File: src/rtl/dcache_req_buffer.sv
// In-order request buffer in front of dcache_interface: queues exe/mem requests,
// issues the head one at a time, retries on nack and returns one completion each.
package dcache_req_buffer_pkg;
    typedef logic [63:0]  bus64_t;
    typedef logic [127:0] bus_simd_t;

    typedef enum logic [1:0] {
        OP_LOAD  = 2'd0,
        OP_STORE = 2'd1,
        OP_AMO   = 2'd2
    } mem_op_t;

    typedef struct packed {
        logic       valid;
        logic       kill;
        mem_op_t    op;
        logic [4:0] rd;
        logic [2:0] mem_size;
        bus64_t     data_rs1;
        bus64_t     data_rs2;
    } req_cpu_dcache_t;

    typedef struct packed {
        logic       valid;
        logic       ready;
        logic       nack;
        logic       replay;
        logic [4:0] rd;
        bus_simd_t  data;
        logic       xcpt_ma_st;
        logic       xcpt_ma_ld;
        logic       xcpt_pf_st;
        logic       xcpt_pf_ld;
    } resp_dcache_cpu_t;
endpackage

module dcache_req_buffer
    import dcache_req_buffer_pkg::*;
#(
    parameter int unsigned DEPTH     = 4,
    parameter int unsigned MAX_RETRY = 15
) (
    input  logic             clk_i,
    input  logic             rst_i,
    input  logic             req_valid_i,
    output logic             req_ready_o,
    input  req_cpu_dcache_t  req_i,
    input  logic             flush_i,
    output req_cpu_dcache_t  req_cpu_dcache_o,
    input  resp_dcache_cpu_t resp_dcache_cpu_i,
    output logic             cmpl_valid_o,
    output logic [4:0]       cmpl_rd_o,
    output bus_simd_t        cmpl_data_o,
    output logic [3:0]       cmpl_xcpt_o,
    output logic             cmpl_timeout_o,
    output bus64_t           cmpl_addr_o
);
    localparam int unsigned PTR_W = $clog2(DEPTH);
    localparam int unsigned CNT_W = PTR_W + 1;

    typedef enum logic [1:0] {IDLE, ISSUE, WAIT, DRAIN} state_t;

    function automatic logic [3:0] sat_inc4(input logic [3:0] v);
        return (v == 4'hF) ? v : v + 4'd1;
    endfunction

    state_t             state_q, state_d;
    logic [PTR_W-1:0]   wr_ptr_q, rd_ptr_q;
    logic [CNT_W-1:0]   count_q;
    logic [3:0]         retry_q, retry_d;
    req_cpu_dcache_t    mem_q [DEPTH];
    req_cpu_dcache_t    head, entry_in;
    logic               push, pop, clear, complete, timeout, any_xcpt;

    assign head        = mem_q[rd_ptr_q];
    assign req_ready_o = (count_q != CNT_W'(DEPTH));
    assign push        = req_valid_i && req_ready_o && !flush_i;
    assign any_xcpt    = resp_dcache_cpu_i.xcpt_ma_st | resp_dcache_cpu_i.xcpt_ma_ld |
                         resp_dcache_cpu_i.xcpt_pf_st | resp_dcache_cpu_i.xcpt_pf_ld;

    always_comb begin
        entry_in       = req_i;
        entry_in.valid = 1'b0;
        entry_in.kill  = 1'b0;
    end

    always_comb begin
        state_d          = state_q;
        retry_d          = retry_q;
        pop              = 1'b0;
        clear            = 1'b0;
        complete         = 1'b0;
        timeout          = 1'b0;
        req_cpu_dcache_o = '0;
        unique case (state_q)
            IDLE: begin
                if (flush_i)             clear   = 1'b1;
                else if (count_q != '0)  state_d = ISSUE;
            end
            ISSUE: begin
                req_cpu_dcache_o       = head;
                req_cpu_dcache_o.valid = !flush_i;
                req_cpu_dcache_o.kill  = flush_i;
                if (flush_i) begin
                    clear   = 1'b1;
                    state_d = DRAIN;
                end else if (resp_dcache_cpu_i.ready) begin
                    state_d = WAIT;
                end
            end
            WAIT: begin
                // Head fields stay visible so a kill is attributable to the access in flight.
                req_cpu_dcache_o       = head;
                req_cpu_dcache_o.valid = 1'b0;
                req_cpu_dcache_o.kill  = flush_i;
                if (flush_i) begin
                    clear   = 1'b1;
                    state_d = DRAIN;
                end else if (any_xcpt) begin
                    complete = 1'b1;
                    pop      = 1'b1;
                end else if (resp_dcache_cpu_i.nack) begin
                    retry_d = sat_inc4(retry_q);
                    if (retry_q == 4'(MAX_RETRY)) begin
                        complete = 1'b1;
                        timeout  = 1'b1;
                        pop      = 1'b1;
                    end else begin
                        state_d = ISSUE;
                    end
                end else if (!resp_dcache_cpu_i.replay && resp_dcache_cpu_i.valid &&
                             resp_dcache_cpu_i.rd == head.rd) begin
                    complete = 1'b1;
                    pop      = 1'b1;
                end
            end
            DRAIN: begin
                if (flush_i)
                    clear = 1'b1;
                else if (resp_dcache_cpu_i.valid || resp_dcache_cpu_i.nack || any_xcpt)
                    state_d = IDLE;
            end
            default: state_d = IDLE;
        endcase
        if (pop) begin
            state_d = (count_q > CNT_W'(1)) ? ISSUE : IDLE;
            retry_d = '0;
        end
        if (clear) retry_d = '0;
    end

    always_ff @(posedge clk_i) begin
        if (rst_i) begin
            state_q        <= IDLE;
            wr_ptr_q       <= '0;
            rd_ptr_q       <= '0;
            count_q        <= '0;
            retry_q        <= '0;
            cmpl_valid_o   <= 1'b0;
            cmpl_rd_o      <= '0;
            cmpl_data_o    <= '0;
            cmpl_xcpt_o    <= '0;
            cmpl_timeout_o <= 1'b0;
            cmpl_addr_o    <= '0;
        end else begin
            state_q      <= state_d;
            retry_q      <= retry_d;
            cmpl_valid_o <= complete;
            if (clear) begin
                wr_ptr_q <= '0;
                rd_ptr_q <= '0;
                count_q  <= '0;
            end else begin
                wr_ptr_q <= wr_ptr_q + PTR_W'(push);
                rd_ptr_q <= rd_ptr_q + PTR_W'(pop);
                count_q  <= count_q + CNT_W'(push) - CNT_W'(pop);
            end
            if (complete) begin
                cmpl_rd_o      <= head.rd;
                cmpl_data_o    <= (head.op == OP_STORE) ? '0 : resp_dcache_cpu_i.data;
                cmpl_xcpt_o    <= {resp_dcache_cpu_i.xcpt_ma_st, resp_dcache_cpu_i.xcpt_ma_ld,
                                   resp_dcache_cpu_i.xcpt_pf_st, resp_dcache_cpu_i.xcpt_pf_ld};
                cmpl_timeout_o <= timeout;
                cmpl_addr_o    <= head.data_rs1;
            end
        end
    end

    // Queue storage carries no reset; occupancy is tracked by count_q alone.
    always_ff @(posedge clk_i) begin
        if (push) mem_q[wr_ptr_q] <= entry_in;
    end
endmodule

File: config.mk
export PLATFORM = sky130hd
export DESIGN_NAME = dcache_req_buffer
export DESIGN_NICKNAME = d
export VERILOG_FILES = /design/src/rtl/dcache_req_buffer.sv
export SDC_FILE = /design/constraint.sdc
export NUM_CORES = 1
export LEC_CHECK = 0
export BUFFER_PORTS_ARGS = -buffer_cell sky130_fd_sc_hd__buf_2
export CAP_MARGIN = 10
export CORE_ASPECT_RATIO = 1.2
export CORE_MARGIN = 2
export CORE_UTILIZATION = 30
export DETAILED_ROUTE_END_ITERATION = 8
export PLACE_DENSITY = 0.58
export SLEW_MARGIN = 20
export SYNTH_ARGS = -nofsm -noshare
export SYNTH_HDL_FRONTEND = slang
export SYNTH_SLANG_ARGS = --single-unit
File: constraint.sdc
create_clock -name clk_i -period 10.7 [get_ports clk_i]
set_input_delay 0.535 -clock clk_i [delete_from_list [all_inputs] [get_ports clk_i]]
set_output_delay 0.535 -clock clk_i [all_outputs]
set_load 0.1 [all_outputs]
# Word level (Yosys, flattened, before mapping)
# Memory sizes are Yosys's and may differ from the RTL's. A register that Yosys moved wholly into a read port is not among the register bits.
# Index checks and enable logic that the tools add are counted.
[op_classes]
order_cmp = 1
shifts = 0
n_eq_ne = 15
n_div = 0
n_mux = 30
multipliers = 0
n_addsub = 5
n_reduce_logical = 15
bitwise = 6
[op_table]
columns = ["operator", "count"]
rows = [
  ["140-bit one-hot mux with 2 select lines", 1],
  ["128-bit 2-to-1 mux", 1],
  ["2-bit 2-to-1 mux", 12],
  ["4-bit inequality test, second input constant", 4],
  ["1-bit 2-to-1 mux", 15],
  ["3-bit inequality test, second input constant", 5],
  ["2-bit one-hot mux with 4 select lines", 1],
  ["8-bit AND reduction", 1],
  ["5-bit == test", 1],
  ["5-bit AND reduction", 1],
  ["2-bit by 1-bit adder with 2-bit output", 2],
  ["4-bit by 1-bit adder with 4-bit output, second input constant", 1],
  ["2-bit by 1-bit == test with 1-bit output, second input constant", 2],
  ["2-bit == test, second input constant", 2],
  ["4-bit == test, second input constant", 1],
  ["1-bit logical AND", 4],
  ["4-bit OR reduction", 1],
  ["3-bit by 1-bit adder with 3-bit output", 1],
  ["3-bit by 1-bit greater-than comparator with 1-bit output, second input constant", 1],
  ["1-bit NOT", 3],
  ["1-bit bitwise OR", 3],
  ["3-bit nonzero test", 1],
  ["3-bit OR reduction", 1],
  ["3-bit by 1-bit subtractor with 3-bit output", 1],
  ["other kinds (4)", 6],
]
[word_totals]
regBits = 216
elab_cells = 84
in_bits = 285
ramBits = 552
out_inout_bits = 344
latch_bits = 0
mem_bits_ro = 0
memories = 1
[memory_table]
columns = ["name", "depth", "width", "read_ports", "rd_ports_with_merged_regs", "wr", "line", "rtl"]
rows = [
  ["mem_q", 4, 138, 1, 1, 1, "71", "req_cpu_dcache_t mem_q [DEPTH];"],
]

# Logic depth before layout (Yosys ltp)
[depth]
word_depth = 10
depth_mapped = 14

# Least setup slack after synthesis
# OpenSTA, ideal clock, no wires.
[synth_timing]
path_kind = "reg2reg"
from = "reg count_q[0]"
to = "mem mem_q[0][0] (netlist name) (enable)"
setup_ns = 0.805
arrival_time_ns = 10.664
n_path_buf = 0
setup_slack_ns = -0.769
path_stages_with_launch = 4
cell_sequence = "dfxtp_1 or3_1 nand3_1 nor3_1"
[synth_between]
elab_chain_len = 5
[synth_lines]
columns = ["item", "line", "rtl"]
rows = [
  ["start, declared", "69", "logic [CNT_W-1:0] count_q;"],
  ["start signal, assigned", "176", "count_q <= count_q + CNT_W'(push) - CNT_W'(pop);"],
  ["3-bit inequality test", "76", "assign req_ready_o = (count_q != CNT_W'(DEPTH));"],
  ["net req_ready_o", "46", "output logic req_ready_o,"],
  ["1-bit logical AND (2 in a row)", "77", "assign push = req_valid_i && req_ready_o && !flush_i;"],
  ["1-bit 2-to-1 mux", "191", "if (push) mem_q[wr_ptr_q] <= entry_in;"],
  ["1-bit 2-to-1 mux (implied by the code)", "191", ""],
  ["end, declared", "71", ""],
]
# The timed path passes the listed nets, and every way through them passes these cells.

==> results.toml <==
[logic_synthesis]
synth-seq-cells = 768
synth.top_cell.area_share_pct = 55.93
yosysWarnings = 0
synth.area.top_cells = "edfxtp_1, dfxtp_1, mux4_2"
syn_nets = 2153
ys_types = 41
synthFlopType = "edfxtp_1"
avgSynthCellArea_sq_um = 15.96
synth_area_leader_cell = "edfxtp_1"
yosysSeqAreaShare_pct = 70.52
synth_cells = 1857
netlist_area_sq_um = 29640
synth-edff-count = 552
synthArstFlopShare_pct = 0

[timing]
worst_slew_pin_slew_ns = 1.051
hold_slack_ns = 0.1156
rsz0062_at_grt = "no"
tns_ns = 0
finalCritPeriodShare_pct = 44.10
maxSlewViolCount = 0
relSlewSlack_pct = 29.97
setup_viol = 0
fin_worst_skew_ns = 0.04474
finalCriticalPeriod_ns = 4.719
fmax_mhz = 211.9
hold_viol_final = 0

[route]
dr.pass1.iters = 5
wl_mm = 76.44
routedWlPerCell_microns = 19.93
vias = 17590
drt-initial-drc-count = 1003
drtAntennaViolNets = 0
drc = 0
post_drt_via_cell_ratio = 4.585

[grt]
grt_max_degree = 111
grt_overflow_total = 0
grt.total_usage_pct = 14.73
grt_pass1_vias = 18460
grt_antenna_before_repair = 19
grt_pass1_wl_mm = 114.2

[cts]
cts_setup_buffers = 0
cts_hold_buffers = 0
cts_root_buf = "clkbuf_16"
cts_tree = "yes"
clkLatencyLatePin_ns = 0.63
htree_levels = 3
clk_pin_slew_ns = 0.06
clk_path_buf_depth = 3
cts_sinks = 768
cts_buffers = 81
post_cts_resize_count = 0

[die]
ioPinCount = 629
die_area_sq_um = 101300
die_h_microns = 348.3
core_sq_um = 98220
die_x_microns = 290.9
rows = 126
initial_utilization_pct = 30.17

[outcome]
outcome = "finished, final reports clean"

[final_layout]
stdcell_count = 3835
syn_to_final_growth_pct = 24.15
fin_util_pct = 37.46
seqCellArea_sq_um = 20910
multi_input_area_sq_um = 8177
nNetsFinal = 2773
final_cell_area_sq_um = 36790
drive_gt1_share_pct = 36.62
fillerInstances = 9334

[placed_design]
routabilityCongestion = 0.8908
io_buffers = 626
dp_hpwl_mm = 50.90
dpl_cell_area_sq_um = 34080
placed_cells = 3674

[setup_path]
cp_data_required_time_ns = 10.17
r2r_setup_slack_ns = 6.07
worstSetupStartpoint = "rd_ptr_q[0]"
crit_top_cell = "buf_4"
crit_slowest_cell = "buf_4"
crit_buf_inv = 3
cp_cell_sequence = "buf_4 > buf_4 > mux4_2 > nor2b_1 > buf_2"
cpLargestDelayFamily = "buffers and inverters"
regToRegStartpoint = "rd_ptr_q[0]"
slowest_delay_ns = 0.78
crit_type = "reg -> out"
setup.worst_path.start_class = "flip-flop"
cp-end-kind = "primary output"
cp_max_fo = 42
crit_arrival_ns = 4.18

[power]
p_per_area_nw_per_um2 = 175.1
ir_drop_mv = 0.1339
p_leak_nw = 14.85

[hold_path]
worstHoldStart = "req_i[18]"
hp-class = "in -> reg"

[run]
maxCapViolations = 0
[report_power, final]
| part | internal [W] | total (W) | switching, W |
|---|---|---|---|
| clock | 0.00162 | 0.00281 | 0.00119 |
| combinational | 0.000111 | 0.000396 | 0.000285 |
| sequential | 0.00323 | 0.00324 | 0.0000117 |
| total | 0.00496 | 0.00644 | 0.00148 |
[cell usage in the layout, fill, tap and decap left out, types with 11 or more instances in the layout]
master,synthesis,final
buf_2,16,626
edfxtp_1,552,552
nand2_1,402,402
dfxtp_1,216,214
mux2i_1,198,198
mux4_2,138,138
nor2b_1,134,134
clkbuf_16,0,84
buf_4,1,23
clkinv_2,0,16
inv_1,16,15
clkbuf_1,74,15
nor2_1,14,12
clkinv_1,0,11
[flip-flops by register name (all words and copies together) (netlist names)]
| register | cells |
|---|---|
| cmpl_valid_o | 1 |
| cmpl_data_o | 128 |
| rd_ptr_q | 2 |
| state_q | 2 |
| cmpl_addr_o | 64 |
| mem_q | 552 |
| cmpl_timeout_o | 1 |
| count_q | 3 |
| cmpl_rd_o | 5 |
| retry_q | 4 |
| cmpl_xcpt_o | 4 |
| wr_ptr_q | 2 |
[per-stage QoR]
step	setup WS, ns	total power, W
after floorplan	2.777	0.003564
after global placement	6.012	0.003690
after detailed placement	5.957	0.003703
after CTS	5.705	0.006539
after global routing	5.494	0.006670
final	5.981	0.006443
[logic make-up (layout without fill, tap and decap cells)]
group	after synthesis	count (layout)	share of synthesized area, %
other	0	10	0
xor gates and xnor gates	10	10	0.2956
AOI/OAI and AO/OA	21	21	0.5827
buffers and inverters	129	817	2.094
adders and majority gates	11	11	0.4897
and+or+nand+nor	579	579	8.727
DFF	768	768	70.52
muxes	339	339	17.29
[worst reg2reg max path, stage by stage, from the launching register on]
cell     delay, ns
dfxtp_4       0.74
mux4_2        0.70
xnor2_1       0.17
nand4_1       0.22
o21a_4        0.72
buf_12        0.64
buf_4         1.02
mux2i_1       0.34
[per-layer routing]
layer / vias to the layer above / global-route usage [%] / wire length [microns] / part of all wire (%)
met3: 134 / 4.617 / 5798 / 7.6
met1: 8763 / 17.22 / 30100 / 39
met5: - / 0 / 130 / 0.17
met4: 20 / 5.446 / 2299 / 3.0
li1: 8077 / - / - / -
met2: 591 / 25.35 / 38110 / 50
[Yosys cell counts (7+ instances only)]
cell      count
buf_1         7
buf_2        16
buf_6        15
clkbuf_1     74
dfxtp_1     216
edfxtp_1    552
ha_1         10
inv_1        16
mux2i_1     198
mux4_2      138
nand2_1     402
nor2_1       14
nor2b_1     134
nor3_1        7
xnor2_1       7
[final cells by class]
| type | instances | share of cell area, % |
|---|---|---|
| clock inverters | 45 | 1.207 |
| flip-flops and latches | 768 | 56.82 |
| multi-input cells | 960 | 22.22 |
| diodes | 10 | 0.06801 |
| inverters | 16 | 0.1836 |
| well taps | 1280 | 4.353 |
| repair buffers | 650 | 9.039 |
| clock buffers | 106 | 6.104 |
[final timing paths]
kind                                         endpoint  cells after the start
worst min register to register        cmpl_data_o[35]                      2
worst max-delay path            req_cpu_dcache_o[104]                      5
worst max register to register       cmpl_data_o[112]                      7
worst min-delay path                     mem_q[0][18]                      1
Power figures use the tool's default switching activity.
